--- src/rtl/tracklet_pkg.sv ---
// Shared defaults, word field positions and FSM encoding for the VM
// projection/stub tracklet matching stages.
package tracklet_pkg;

  localparam int DEF_ADDR_W  = 9;
  localparam int DEF_DATA_W  = 13;
  localparam int DEF_PHI_W   = 6;
  localparam int DEF_PHI_WIN = 2;
  localparam int DEF_Z_WIN   = 3;

  // Phi occupies the top bits of a VM word; z fills the rest.
  localparam int PHI_MSB = DEF_DATA_W - 1;
  localparam int PHI_LSB = DEF_DATA_W - DEF_PHI_W;
  localparam int Z_MSB   = PHI_LSB - 1;
  localparam int Z_LSB   = 0;

  typedef enum logic [2:0] {
    ST_IDLE  = 3'd0,
    ST_LOAD  = 3'd1,
    ST_SCAN  = 3'd2,
    ST_DRAIN = 3'd3,
    ST_DONE  = 3'd4
  } state_t;

endpackage

--- src/rtl/vm_window_compare.sv ---
// Combinational phi/z window test between one projection word and one stub word.
module vm_window_compare
  import tracklet_pkg::*;
#(
  parameter int DATA_W  = DEF_DATA_W,
  parameter int P_MSB   = PHI_MSB,
  parameter int P_LSB   = PHI_LSB,
  parameter int ZF_MSB  = Z_MSB,
  parameter int ZF_LSB  = Z_LSB,
  parameter int PHI_WIN = DEF_PHI_WIN,
  parameter int Z_WIN   = DEF_Z_WIN
) (
  input  logic [DATA_W-1:0] proj,
  input  logic [DATA_W-1:0] stub,
  output logic              hit
);

  localparam int PW = P_MSB - P_LSB + 1;
  localparam int ZW = ZF_MSB - ZF_LSB + 1;

  // One extra bit on every operand keeps the difference from wrapping.
  logic [PW:0] proj_phi, stub_phi, dphi;
  logic [ZW:0] proj_z, stub_z, dz;

  always_comb begin
    proj_phi = {1'b0, proj[P_MSB:P_LSB]};
    stub_phi = {1'b0, stub[P_MSB:P_LSB]};
    proj_z   = {1'b0, proj[ZF_MSB:ZF_LSB]};
    stub_z   = {1'b0, stub[ZF_MSB:ZF_LSB]};
    dphi     = (proj_phi >= stub_phi) ? proj_phi - stub_phi : stub_phi - proj_phi;
    dz       = (proj_z >= stub_z) ? proj_z - stub_z : stub_z - proj_z;
    hit      = (dphi <= (PW+1)'(PHI_WIN)) && (dz <= (ZW+1)'(Z_WIN));
  end

endmodule

--- src/rtl/vm_proj_match_engine.sv ---
// Walks every VM projection against every VM stub and writes the pairs that
// fall inside the phi/z window into the match memory.
module vm_proj_match_engine
  import tracklet_pkg::*;
#(
  parameter int ADDR_W  = DEF_ADDR_W,
  parameter int DATA_W  = DEF_DATA_W,
  parameter int PHI_W   = DEF_PHI_W,
  parameter int PHI_WIN = DEF_PHI_WIN,
  parameter int Z_WIN   = DEF_Z_WIN
) (
  input  logic                clk,
  input  logic                reset,
  input  logic                en_proc,
  input  logic [ADDR_W-1:0]   nproj,
  input  logic [ADDR_W-1:0]   nstub,
  output logic [ADDR_W-1:0]   read_proj,
  input  logic [DATA_W-1:0]   projection,
  output logic [ADDR_W-1:0]   read_stub,
  input  logic [DATA_W-1:0]   stub,
  output logic                match_wr_en,
  output logic [ADDR_W-1:0]   match_wr_add,
  output logic [2*ADDR_W-1:0] match_out,
  output logic [ADDR_W-1:0]   nmatch,
  output logic                overflow,
  output logic                busy,
  output logic                done
);

  state_t              state, state_n;
  logic [ADDR_W-1:0]   nproj_r, nstub_r;
  logic [DATA_W-1:0]   proj_reg;
  logic                s1_v;
  logic [ADDR_W-1:0]   s1_p, s1_j;
  logic                drain_second;
  logic                hit, last_proj, last_stub;

  // read_proj / read_stub double as the p / j loop counters.
  assign last_proj = (read_proj == nproj_r - ADDR_W'(1));
  assign last_stub = (read_stub == nstub_r - ADDR_W'(1));

  vm_window_compare #(
    .DATA_W (DATA_W),
    .P_MSB  (DATA_W - 1),
    .P_LSB  (DATA_W - PHI_W),
    .ZF_MSB (DATA_W - PHI_W - 1),
    .ZF_LSB (0),
    .PHI_WIN(PHI_WIN),
    .Z_WIN  (Z_WIN)
  ) u_cmp (
    .proj(proj_reg),
    .stub(stub),
    .hit (hit)
  );

  // NOTE: every register in this block uses non-blocking assignment so all
  // state updates see the pre-edge values, independent of statement order.
  always_ff @(posedge clk) begin
    if (reset) state <= ST_IDLE;
    else       state <= state_n;
  end

  always_comb begin
    state_n = state;
    unique case (state)
      ST_IDLE:  if (en_proc) state_n = (nproj == '0) ? ST_DRAIN : ST_LOAD;
      ST_LOAD:  if (nstub_r != '0) state_n = ST_SCAN;
                else               state_n = last_proj ? ST_DRAIN : ST_LOAD;
      ST_SCAN:  if (last_stub)     state_n = last_proj ? ST_DRAIN : ST_LOAD;
      ST_DRAIN: if (drain_second)  state_n = ST_DONE;
      ST_DONE:  state_n = ST_IDLE;
      default:  state_n = ST_IDLE;
    endcase
  end

  always_comb begin
    busy = (state != ST_IDLE);
    done = (state == ST_DONE);
  end

  // NOTE: every register is reset, including the pipeline payload, so that a
  // mid-event reset leaves all outputs at zero on the very next cycle.
  always_ff @(posedge clk) begin
    if (reset) begin
      nproj_r      <= '0;
      nstub_r      <= '0;
      read_proj    <= '0;
      read_stub    <= '0;
      proj_reg     <= '0;
      s1_v         <= 1'b0;
      s1_p         <= '0;
      s1_j         <= '0;
      drain_second <= 1'b0;
      match_wr_en  <= 1'b0;
      match_wr_add <= '0;
      match_out    <= '0;
      nmatch       <= '0;
      overflow     <= 1'b0;
    end else begin
      s1_v         <= (state == ST_SCAN);
      s1_p         <= read_proj;
      s1_j         <= read_stub;
      drain_second <= (state == ST_DRAIN) && !drain_second;
      match_wr_en  <= 1'b0;

      unique case (state)
        ST_IDLE: if (en_proc) begin
          nproj_r  <= nproj;
          nstub_r  <= nstub;
          nmatch   <= '0;
          overflow <= 1'b0;
          if (nproj != '0) read_proj <= '0;
        end
        ST_LOAD: begin
          if (nstub_r != '0)   read_stub <= '0;
          else if (!last_proj) read_proj <= read_proj + ADDR_W'(1);
        end
        ST_SCAN: begin
          if (read_stub == '0) proj_reg <= projection;
          if (!last_stub)      read_stub <= read_stub + ADDR_W'(1);
          else if (!last_proj) read_proj <= read_proj + ADDR_W'(1);
        end
        default: ;
      endcase

      // The last match-memory slot stays unused so nmatch never wraps.
      if (s1_v && hit) begin
        if (nmatch != '1) begin
          match_wr_en  <= 1'b1;
          match_wr_add <= nmatch;
          match_out    <= {s1_p, s1_j};
          nmatch       <= nmatch + ADDR_W'(1);
        end else begin
          overflow <= 1'b1;
        end
      end
    end
  end

endmodule

--- config.mk ---
export PLATFORM = sky130hd
export DESIGN_NAME = vm_proj_match_engine
export DESIGN_NICKNAME = d
export VERILOG_FILES = /design/src/rtl/tracklet_pkg.sv /design/src/rtl/vm_window_compare.sv /design/src/rtl/vm_proj_match_engine.sv
export SDC_FILE = /design/constraint.sdc
export NUM_CORES = 1
export LEC_CHECK = 0
export ABC_AREA = 1
export CAP_MARGIN = 20
export CORE_ASPECT_RATIO = 1.25
export CORE_MARGIN = 1.5
export CORE_UTILIZATION = 58
export CTS_CLUSTER_SIZE = 28
export DETAILED_ROUTE_END_ITERATION = 12
export GPL_TIMING_DRIVEN = 0
export PLACE_DENSITY = 0.88
export SETUP_SLACK_MARGIN = 0.3
export SLEW_MARGIN = 20
export SYNTH_ARGS = -nofsm -noshare
export SYNTH_HDL_FRONTEND = slang
export SYNTH_HIERARCHICAL = 1
export SYNTH_SLANG_ARGS = --single-unit
--- constraint.sdc ---
create_clock -name clk -period 5.29 [get_ports clk]
set_input_delay 1.058 -clock clk [delete_from_list [all_inputs] [get_ports clk]]
set_output_delay 1.058 -clock clk [all_outputs]
set_load 0.01 [all_outputs]
==> results by group <==
Layout
  • Antenna diode count: 0
  • # nets final: roughly 1100
  • Largest register FFs: 18
  • Layout cells sized above 1: 0.0559
  • Footprint of the multi-input gates: 3390 um2
  • Finished Core Util: 0.736
  • Filler cell count: 870
  • FF/Latch Area: 2200 um2
  • P&R area growth vs syn: 23.5%
  • Final Cell Area: roughly 8000 um2

Drt
  • Vias per inst: 5.35
  • Vias: between 6000 and 7000
  • Wirelength per Cell: 13.7 um
  • DRT iter0 DRCs: approximately 340
  • Drt total wl: approximately 16000 um
  • DRC viols: 0
  • Drt pass-1 iters: 5
  • DRT antenna net count: 0

Pwr
  • Largest vdd supply drop: 0.319 mV
  • Final Power: between 3000 and 4000 uW
  • Switching Fraction: 0.424
  • Power Density: just under 400 nW/um2
  • Clk network pwr share: 0.217
  • Cell Int Power: roughly 1700 uW
  • Switching Power: around 1300 uW
  • Leak Pwr: 0.00358 uW
  • Sequential share of power: 0.337
  • Combinational share of power: 0.446

Place
  • GP Congestion: between 0.9 and 1
  • Pre-CTS WS: 0.734 ns
  • PortBufs: just over 100
  • Placed Area: about 7500 um2
  • DP Wirelength: approximately 12000 um

Worst setup path
  • CP delay by family, top: simple AND/OR/NAND/NOR gates
  • Startpoint Class: input pin
  • Cells along the critical path: clkdlybuf4s50_1, inv_1, ha_1, inv_1, fa_1, nand2_1, nand3_1, nor2_1, nand2_1, nor2_1, nand2_1, nand2_1, nand2_1, nor2_2, nand2_1, nor2_1, inv_1, clkbuf_1, clkbuf_1, nor2_1, nor2_1
  • R2R Path End: match_out[8]
  • R2R Path Start: proj_reg[7]
  • Worst Path Required: ~5.5 ns
  • Buf/Inv on CP: 6
  • CP max FO: 10
  • R2R Setup Slk: 1.77 ns
  • Crit path top cell by count: nand2_1
  • WS Path Type: input pin to flop
  • Worst EP arrival: between 4 and 5 ns
  • Critical Path Max Stage Delay: ~0.49 ns
  • CP max-delay cell: clkdlybuf4s50_1
  • Critical Path End Type: flop
  • Reg2Reg Depth: 20

Hold path
  • Critical hold path startpoint: s1_p[4]
  • Min-Delay Endpoint: match_out[13]
  • Hold path depth: 2
  • Hold Crit Class: flop to flop

Clock tree
  • Clk sink count: 110
  • Postcts setup bufs: 0
  • Clock latency on the worst-skew pair: 0.35 ns
  • TritonCTS clock tree: done
  • CTS H-Tree Depth: 3
  • Clock Tree Root: clkbuf_16
  • TritonCTS Buffers: 9
  • Clock Path Buffers: 2
  • Number of buffers inserted by hold repair at cts: 0
  • CTS resizes: 0
  • Reg clk slew, reported paths: 0.07 ns

Timing
  • Setup TNS: 0 ns
  • Tmin final: 4.31 ns
  • Fin. Hold Viols: 0
  • Worst Skew: ~0.0086 ns
  • Setup violations, final: 0
  • Slew @ Worst Pin: a little over 0.6 ns
  • Unrepaired setup endpoints after global routing: false
  • Final Worst Setup Slack: 0.976 ns
  • Max Clk Rate: between 0.2 and 0.25 GHz
  • Fin crit share: 0.815
  • Final Slew Violations: 0
  • Slew headroom: 0.594

Logic synthesis
  • Synth warnings: 6
  • Top cells by count, synth: nand2_1 (187), inv_1 (147), nor2_1 (126), dfxtp_1 (110), a21oi_1 (78)
  • Post-synthesis cell area: 6300 um2
  • Synth area leader: dfxtp_1
  • Post-synth EDFFs: 0
  • Async SR Flop Fraction: 0
  • Synth top area share: 0.350
  • Count leader, synth: nand2_1
  • Area contributors post-synth: dfxtp_1 (35%), nand2_1 (11%), inv_1 (8.8%)
  • Post-Syn Instances: roughly 940
  • Sequential share of the synthesized area: 0.350
  • Synth cell types: 43
  • FF+latch count, synth: 110
  • Post-Syn Area per Cell: 6.71 um2
  • Synth Flop Type: dfxtp_1
  • Syn_nets: about 1000

Job
  • Max Cap Viol: 0

GRT
  • Overflow after GRT: 0
  • Largest net degree at the start of global routing: 19
  • Global Route Usage Sum: 0.292
  • Antenna violations before repair: 0
  • Global-route wire length before repair: around 26000 um
  • Vias in the first global route: approximately 5800

Die
  • Die height: around 120 um
  • Total die area: about 11000 um2
  • # rows: 42
  • Initial Utilization: 0.596
  • I/O pin total: ~110
  • Die Wd: 96.2 um
  • Area of the core: 10600 um2

Outcome
  • Status: completed
-- worst register-to-register path, delay by kind of cell, from the launching register on --
kind	cells	cell delay (ns)
flip-flops	1	0.36
adder cells (fa/ha/maj)	2	0.61
AND/OR/NAND/NOR	12	1.46
buffers and inverters	6	1.00
-- metrics by stage --
step           hold slack, ns  cells
3_3_place_gp            0.434   1173
3_5_place_dp            0.446   1173
2_1_floorplan           0.431    938
4_1_cts                 0.461   1188
6_report                0.461   1188
5_1_grt                 0.480   1188
-- routing by layer --
layer | vias to the layer above | GRT usage | share of wire
met1 | 2948 | 0.335 | 0.41
met2 | 186 | 0.518 | 0.51
met5 | - | 0 | 0
met3 | 45 | 0.0488 | 0.047
met4 | 0 | 0.133 | 0.033
li1 | 3182 | - | -
-- cell usage in the layout (no fill, tap or decap), types with 4 or more instances in the layout --
master           synthesis  routed
clkbuf_16                0       9
o21bai_1                 6       6
xnor2_1                  4       4
nand3_1                 61      61
nor2_2                   9       9
inv_2                    4       4
dfxtp_1                110     110
nor3_1                  14      14
xor2_1                  18      18
nor2_1                 126     126
o21ai_0                 57      57
clkbuf_1                22      22
nand2_1                187     187
ha_1                    33      33
nand4_1                  9       9
nand2_2                 15      15
fa_1                     4       4
a21oi_1                 78      78
inv_1                  147     147
clkdlybuf4s50_1          0     103
-- cells by family after synthesis --
group           Yosys count  share of synthesized area
simple gates            434                      0.296
buf+inv                 180                      0.111
compound gates          155                      0.134
flops                   110                      0.350
fa+ha+maj                37                     0.0783
xor+xnor                 22                     0.0306
-- worst max path at each step --
| stage | from | endpoint | slack (ns) | cells after the start |
|---|---|---|---|---|
| 4_1_cts | stub[7] | match_out[8] | 1.04 | 21 |
| 5_1_grt | stub[7] | match_out[8] | 0.65 | 21 |
| 3_3_place_gp | stub[7] | match_out[14] | 0.73 | 21 |
| 6_report | stub[7] | match_out[8] | 0.98 | 21 |
| 2_1_floorplan | stub[7] | match_out[10] | 1.85 | 19 |
| 3_5_place_dp | stub[7] | match_out[9] | 0.73 | 20 |
-- layout make-up --
cell class / count / area share
timing repair buffer: 103 / 0.133
multi-input combinational: 648 / 0.436
buffer: 29 / 0.0174
clock inverter: 5 / 0.00547
tap: 132 / 0.0212
sequential: 110 / 0.283
inverter: 151 / 0.0729
clock buffer: 10 / 0.0307
-- power groups by stage --
stage                     registers, uW  logic (uW)  clock network, uW
after floorplan                    1020        1010                  0
after global placement             1030        1290                  0
after detailed placement           1030        1320                  0
after CTS                          1010        1330                657
after global routing               1030        1520                698
final                              1020        1350                655
No activity file was read; power rests on OpenSTA's default activity.
